**src/rtl/fetch_unit_pkg.sv**
```systemverilog
// Shared core constants: widths, NOP encoding, opcodes and a word-align helper.
package fetch_unit_pkg;

   localparam int XLEN = 32;
   localparam int ILEN = 32;

   localparam logic [ILEN-1:0] NOP = 32'h0000_0013;

   localparam logic [6:0] OPC_LOAD   = 7'b0000011;
   localparam logic [6:0] OPC_OP_IMM = 7'b0010011;
   localparam logic [6:0] OPC_AUIPC  = 7'b0010111;
   localparam logic [6:0] OPC_STORE  = 7'b0100011;
   localparam logic [6:0] OPC_OP     = 7'b0110011;
   localparam logic [6:0] OPC_LUI    = 7'b0110111;
   localparam logic [6:0] OPC_BRANCH = 7'b1100011;
   localparam logic [6:0] OPC_JALR   = 7'b1100111;
   localparam logic [6:0] OPC_JAL    = 7'b1101111;
   localparam logic [6:0] OPC_SYSTEM = 7'b1110011;

   function automatic logic [XLEN-1:0] word_align(input logic [XLEN-1:0] addr);
      return addr & {{(XLEN-2){1'b1}}, 2'b00};
   endfunction

endpackage

```
**src/rtl/fetch_unit_if.sv**
```systemverilog
// Fetch unit bus: imem request/response, decode hand-off and redirect.
interface fetch_unit_if
   import fetch_unit_pkg::*;
   ();

   logic            req_valid;
   logic            req_ready;
   logic [XLEN-1:0] req_addr;
   logic            resp_valid;
   logic [XLEN-1:0] resp_data;
   logic            ins_valid;
   logic            ins_ready;
   logic [XLEN-1:0] ins;
   logic [XLEN-1:0] ins_pc;
   logic            redirect_valid;
   logic [XLEN-1:0] redirect_pc;

   // fetch unit side
   modport master (
      output req_valid, req_addr, ins_valid, ins, ins_pc,
      input  req_ready, resp_valid, resp_data, ins_ready, redirect_valid, redirect_pc
   );

   // imem / decode / branch-unit side
   modport slave (
      input  req_valid, req_addr, ins_valid, ins, ins_pc,
      output req_ready, resp_valid, resp_data, ins_ready, redirect_valid, redirect_pc
   );

endinterface

```
**src/rtl/fetch_unit_fifo.sv**
```systemverilog
// Prefetch FIFO: synchronous, power-of-two depth, flush beats push/pop.
module fetch_unit_fifo #(
   parameter int WIDTH = 64,
   parameter int DEPTH = 4
) (
   input  logic                       clk,
   input  logic                       rst,
   input  logic                       push,
   input  logic                       pop,
   input  logic                       flush,
   input  logic [WIDTH-1:0]           wdata,
   output logic [WIDTH-1:0]           rdata,
   output logic [$clog2(DEPTH+1)-1:0] count,
   output logic                       full,
   output logic                       empty
);

   localparam int AW = $clog2(DEPTH);
   localparam int CW = $clog2(DEPTH+1);

   logic [WIDTH-1:0] mem [DEPTH];
   logic [AW-1:0]    wr_ptr;
   logic [AW-1:0]    rd_ptr;
   logic             do_push;
   logic             do_pop;

   assign full    = (count == CW'(DEPTH));
   assign empty   = (count == '0);
   assign do_push = push && !full;
   assign do_pop  = pop && !empty;
   assign rdata   = mem[rd_ptr];

   // pointer and occupancy update; flush and reset empty the buffer
   always_ff @(posedge clk) begin
      if (rst || flush) begin
         wr_ptr <= '0;
         rd_ptr <= '0;
         count  <= '0;
      end else begin
         if (do_push) wr_ptr <= wr_ptr + 1'b1;
         if (do_pop)  rd_ptr <= rd_ptr + 1'b1;
         unique case ({do_push, do_pop})
            2'b10:   count <= count + 1'b1;
            2'b01:   count <= count - 1'b1;
            default: count <= count;
         endcase
      end
   end

   // storage write; no reset needed since count gates visibility
   always_ff @(posedge clk) begin
      if (do_push && !flush && !rst) mem[wr_ptr] <= wdata;
   end

endmodule

```
**src/rtl/fetch_unit.sv**
```systemverilog
// Instruction fetch stage: PC generation, credit-limited imem requests,
// in-order response capture into a prefetch FIFO, redirect flush.
module fetch_unit
   import fetch_unit_pkg::*;
#(
   parameter logic [XLEN-1:0] RESET_PC   = '0,
   parameter int              FIFO_DEPTH = 4,
   parameter int              MAX_OUTST  = 2
) (
   input logic          clk,
   input logic          rst,
   fetch_unit_if.master bus
);

   localparam int OW = $clog2(MAX_OUTST+1);
   localparam int CW = $clog2(FIFO_DEPTH+1);
   localparam int SW = ((CW > OW) ? CW : OW) + 1;

   logic [XLEN-1:0] fetch_pc;
   logic [XLEN-1:0] resp_pc;
   logic [OW-1:0]   outst;
   logic [OW-1:0]   outst_next;
   logic [OW-1:0]   outst_after_resp;
   logic [OW-1:0]   drop;
   logic            rst_q;
   logic            accept;
   logic            push;
   logic [CW-1:0]   fifo_count;
   logic            fifo_full;
   logic            fifo_empty;
   logic [SW-1:0]   credit_sum;
   logic [XLEN-1:0] redirect_target;

   // outstanding reads hold a FIFO slot each, so a returning word always fits
   assign credit_sum    = SW'(outst) + SW'(fifo_count);
   assign bus.req_valid = !rst_q && !bus.redirect_valid
                          && (outst < OW'(MAX_OUTST))
                          && (credit_sum < SW'(FIFO_DEPTH));
   assign bus.req_addr  = fetch_pc;
   assign accept        = bus.req_valid && bus.req_ready;

   assign outst_after_resp = bus.resp_valid ? outst - 1'b1 : outst;
   assign push             = bus.resp_valid && (drop == '0) && !bus.redirect_valid;
   assign redirect_target  = word_align(bus.redirect_pc);

   assign bus.ins_valid = !fifo_empty;

   // outstanding count after this cycle's accept and response
   always_comb begin
      outst_next = outst;
      unique case ({accept, bus.resp_valid})
         2'b10:   outst_next = outst + 1'b1;
         2'b01:   outst_next = outst - 1'b1;
         default: outst_next = outst;
      endcase
   end

   // one-cycle request blackout after reset
   always_ff @(posedge clk) begin
      rst_q <= rst;
   end

   // PCs and in-flight bookkeeping; redirect outranks normal flow
   always_ff @(posedge clk) begin
      if (rst) begin
         fetch_pc <= RESET_PC;
         resp_pc  <= RESET_PC;
         outst    <= '0;
         drop     <= '0;
      end else if (bus.redirect_valid) begin
         fetch_pc <= redirect_target;
         resp_pc  <= redirect_target;
         outst    <= outst_after_resp;
         // every read still in flight is stale; outst already counts earlier
         // pending drops, so this carries them forward without double counting
         drop     <= outst_after_resp;
      end else begin
         if (accept) fetch_pc <= fetch_pc + XLEN'(4);
         outst <= outst_next;
         if (bus.resp_valid) begin
            if (drop != '0) drop    <= drop - 1'b1;
            else            resp_pc <= resp_pc + XLEN'(4);
         end
      end
   end

   fetch_unit_fifo #(
      .WIDTH (2*XLEN),
      .DEPTH (FIFO_DEPTH)
   ) u_fifo (
      .clk   (clk),
      .rst   (rst),
      .push  (push),
      .pop   (bus.ins_ready),
      .flush (bus.redirect_valid),
      .wdata ({resp_pc, bus.resp_data}),
      .rdata ({bus.ins_pc, bus.ins}),
      .count (fifo_count),
      .full  (fifo_full),
      .empty (fifo_empty)
   );

   a_resp_without_req: assert property (@(posedge clk) disable iff (rst)
      !(bus.resp_valid && (outst == '0)));

   a_push_when_full: assert property (@(posedge clk) disable iff (rst)
      !(push && fifo_full));

endmodule

```
**src/flat_wrapper.sv**
```systemverilog
// flat-port wrapper written by rule: the top's interface ports become plain ports
module fetch_unit_flat import fetch_unit_pkg::*;
#(
   parameter logic [XLEN-1:0] RESET_PC   = '0,
   parameter int              FIFO_DEPTH = 4,
   parameter int              MAX_OUTST  = 2
)
  (clk, rst, bus_req_valid, bus_req_addr, bus_ins_valid, bus_ins, bus_ins_pc, bus_req_ready, bus_resp_valid, bus_resp_data, bus_ins_ready, bus_redirect_valid, bus_redirect_pc);
  fetch_unit_if bus_i ();
  input logic clk;
  input logic rst;
  output wire logic [$bits(bus_i.req_valid)-1:0] bus_req_valid;
  output wire logic [$bits(bus_i.req_addr)-1:0] bus_req_addr;
  output wire logic [$bits(bus_i.ins_valid)-1:0] bus_ins_valid;
  output wire logic [$bits(bus_i.ins)-1:0] bus_ins;
  output wire logic [$bits(bus_i.ins_pc)-1:0] bus_ins_pc;
  input wire logic [$bits(bus_i.req_ready)-1:0] bus_req_ready;
  input wire logic [$bits(bus_i.resp_valid)-1:0] bus_resp_valid;
  input wire logic [$bits(bus_i.resp_data)-1:0] bus_resp_data;
  input wire logic [$bits(bus_i.ins_ready)-1:0] bus_ins_ready;
  input wire logic [$bits(bus_i.redirect_valid)-1:0] bus_redirect_valid;
  input wire logic [$bits(bus_i.redirect_pc)-1:0] bus_redirect_pc;
  assign bus_req_valid = bus_i.req_valid;
  assign bus_req_addr = bus_i.req_addr;
  assign bus_ins_valid = bus_i.ins_valid;
  assign bus_ins = bus_i.ins;
  assign bus_ins_pc = bus_i.ins_pc;
  assign bus_i.req_ready = bus_req_ready;
  assign bus_i.resp_valid = bus_resp_valid;
  assign bus_i.resp_data = bus_resp_data;
  assign bus_i.ins_ready = bus_ins_ready;
  assign bus_i.redirect_valid = bus_redirect_valid;
  assign bus_i.redirect_pc = bus_redirect_pc;
  fetch_unit #(.RESET_PC(RESET_PC), .FIFO_DEPTH(FIFO_DEPTH), .MAX_OUTST(MAX_OUTST)) u_core (.clk(clk), .rst(rst), .bus(bus_i));
endmodule
```
**config.mk**
```make
export PLATFORM = sky130hd
export DESIGN_NAME = fetch_unit_flat
export DESIGN_NICKNAME = d
export VERILOG_FILES = /design/src/rtl/fetch_unit_pkg.sv /design/src/rtl/fetch_unit_if.sv /design/src/rtl/fetch_unit_fifo.sv /design/src/rtl/fetch_unit.sv /design/src/flat_wrapper.sv
export SDC_FILE = /design/constraint.sdc
export NUM_CORES = 1
export LEC_CHECK = 0
export CAP_MARGIN = 30
export CELL_PAD_IN_SITES_DETAIL_PLACEMENT = 1
export CELL_PAD_IN_SITES_GLOBAL_PLACEMENT = 1
export CORE_MARGIN = 2
export CORE_UTILIZATION = 31
export DETAILED_ROUTE_END_ITERATION = 12
export DONT_BUFFER_PORTS = 1
export GPL_TIMING_DRIVEN = 0
export PLACE_DENSITY = 0.55
export SKIP_CTS_REPAIR_TIMING = 1
export SLEW_MARGIN = 10
export SYNTH_ARGS = -nofsm -noshare
export SYNTH_HDL_FRONTEND = slang
export SYNTH_HIERARCHICAL = 1
export SYNTH_SLANG_ARGS = --single-unit
```
**constraint.sdc**
```tcl
create_clock -name clk -period 9.17 [get_ports clk]
set_input_delay 1.3755 -clock clk [delete_from_list [all_inputs] [get_ports clk]]
set_output_delay 1.3755 -clock clk [all_outputs]
set_load 0.01 [all_outputs]
```
==> out/qor.csv <==
stage,metric,value,unit
job,maxcap violations,0,
power,VDD IR max,0.1134,mV
placed_design,RD Place Congestion,0.7866,
worst_setup_path,CP endpoint,bus_ins[24],
timing,Worst slew margin,0.5271,
global_routing,largest net degree at the start of global routing,49,
worst_setup_path,Critical path buffers and inverters,2,
worst_setup_path,"setup slack, reg-to-reg",6610,ps
floorplanning,io pins,168,
worst_setup_path,crit-path max cell delay,590,ps
timing,Max Clock Freq,0.2760,GHz
cts,TritonCTS Sinks,330,
cts,clock latency on the worst-skew pair,540,ps
floorplanning,Die ar.,44690,um^2
worst_setup_path,crit-path leading delay family,buffers and inverters,
power,power per cell area,215.1,nW/um^2
final_layout,post-route cell area,15420,um^2
global_routing,initial antenna violation count,0,
cts,Root Buffer,clkbuf_16,
global_routing,first-pass GRT wire length,51230,um
route,Via density,5.174,
cts,TritonCTS clock tree,built,
synth,Synthesis Warnings,6,
worst_setup_path,CP endpoint kind,primary output,
timing,worst hold margin,510.3,ps
final_layout,fin util,0.3652,
timing,"Min Clock Period, post-route",3623,ps
worst_setup_path,"Max stage delay cell, worst path",buf_1,
worst_setup_path,Reg2Reg Capture Point,u_core/u_fifo/count[2],
global_routing,gr usage total,0.1533,
worst_setup_path,Startpoint Class,flop,
hold_path,hold crit path type,reg2reg,
route,drt wl/cell,23.18,um
cts,clock buffer depth,3,
route,Routed Antenna Nets,0,
placed_design,"Cell Area, Placed",14170,um^2
floorplanning,Die Y,211.4,um
cts,CTS H-tree depth,2,
power,static leakage,4.854,nW
global_routing,number of global-route vias before repair,8104,
floorplanning,die extent in x,211.4,um
timing,skew final,11.54,ps
timing,TNS Setup,0,ps
cts,Inserted Clock Buffers,38,
outcome,status,completed,
timing,setup repair after global routing missed its margin,false,
worst_setup_path,critical path arrival,2250,ps
floorplanning,Core ar.,42230,um^2
route,DRT Pass-1 Iters,4,
final_layout,most frequent cells in the layout,"256 x edfxtp_1, 74 x dfxtp_1, 64 x mux4_2, 45 x nand2_1, 41 x clkbuf_16",
worst_setup_path,cells on worst reg2reg path,12,
worst_setup_path,Worst Path Max Fanout,10,
final_layout,antenna cells,0,
route,final WL,33680,um
cts,clock-pin slew on the worst setup and hold paths,60,ps
timing,setup violators final,0,
final_layout,layout cells sized above 1,0.1685,
floorplanning,Initial Util,0.3158,
worst_setup_path,R2R Path Start,u_core/drop[0],
synth,post-synthesis cell area,13340,um^2
final_layout,"commonest non-fill, non-tap cell in the layout",edfxtp_1,
worst_setup_path,worst setup path category,reg2out,
placed_design,DP HPWL,22580,um
route,# DRC,0,
route,vias,7518,
synth,Syn Inst Count,833,
timing,Fin. Hold Viols,0,
timing,fin crit share,0.3951,
placed_design,port buffer count,0,
worst_setup_path,critical path cell sequence,clkbuf_2 > buf_1 > mux4_2,
synth,Post-Syn Area per Cell,16.01,um^2
worst_setup_path,required time worst endpoint,7790,ps
timing,"Slew Viols, Final",0,
final_layout,fin nets,966,
floorplanning,row count,75,
worst_setup_path,Levels on crit path,3,
route,DRT iter0 DRCs,368,
final_layout,Area Growth Syn to Fin,15.66,%
global_routing,GRT overflow,0,
timing,worst slew pin tran,709.4,ps
-- registers in the layout, summed over array words and instances, names as in the netlist, named ones only --
| register | cells |
|---|---|
| u_core/u_fifo/mem | 256 |
| u_core/bus.req_addr | 30 |
| u_core/resp_pc | 30 |
| u_core/u_fifo/count | 3 |
| u_core/drop | 2 |
| u_core/outst | 2 |
| u_core/u_fifo/rd_ptr | 2 |
| u_core/u_fifo/wr_ptr | 2 |
| u_core/rst_q | 1 |
-- tightest hold or removal path: stages (launching register included) --
cell     delay, ps
dfxtp_1        320
nand2_1         70
o21ai_0         70
-- worst min-delay path by stage --
stage | start | to | cells past startpoint
2_1_floorplan | u_core/u_fifo/rd_ptr[1] | flop | 2
3_3_place_gp | u_core/u_fifo/rd_ptr[1] | u_core/u_fifo/rd_ptr[1] | 2
3_5_place_dp | u_core/drop[1] | u_core/drop[1] | 2
4_1_cts | u_core/u_fifo/rd_ptr[0] | u_core/u_fifo/rd_ptr[0] | 2
5_1_grt | u_core/resp_pc[31] | u_core/u_fifo/mem[0][63] | 0
6_report | u_core/u_fifo/rd_ptr[0] | u_core/u_fifo/rd_ptr[0] | 2
-- report_power, final --
group	internal, mW	total, mW	switching (mW)
clock	0.931	1.52	0.590
sequential	1.64	1.68	0.0424
combinational	0.0435	0.114	0.0702
-- final cells by class --
| class | instances | area, um^2 |
|---|---|---|
| fillers | 4315 | 26800 |
| well taps | 539 | 674.4 |
| inverters | 19 | 71.32 |
| plain buffers | 46 | 227.7 |
| multi-input cells | 447 | 3921 |
| clock inverters | 16 | 172.7 |
| clock buffers | 52 | 1077 |
| repair buffers | 4 | 110.1 |
| flip-flops and latches | 330 | 9169 |
-- per-layer routing --
metal / share of wire / routed length [um] / up-vias / global-route usage
li1: - / - / 3397 / -
met1: 0.44 / 14850 / 3847 / 0.2002
met2: 0.46 / 15630 / 217 / 0.2431
met3: 0.071 / 2393 / 57 / 0.04777
met4: 0.024 / 808 / 0 / 0.04954
met5: 0 / 0 / - / 0
-- per-stage QoR --
| step | power [mW] | std cells | setup slack [ps] |
|---|---|---|---|
| finish | 3.317 | 1453 | 5547 |
| global route | 3.444 | 1453 | 5339 |
| CTS | 3.372 | 1453 | 5435 |
| detailed placement | 1.829 | 1385 | 4955 |
| global placement | 1.826 | 1381 | 3148 |
| floorplan | 1.781 | 842 | 5018 |
Note: power is estimated with default switching activity, not from simulation.
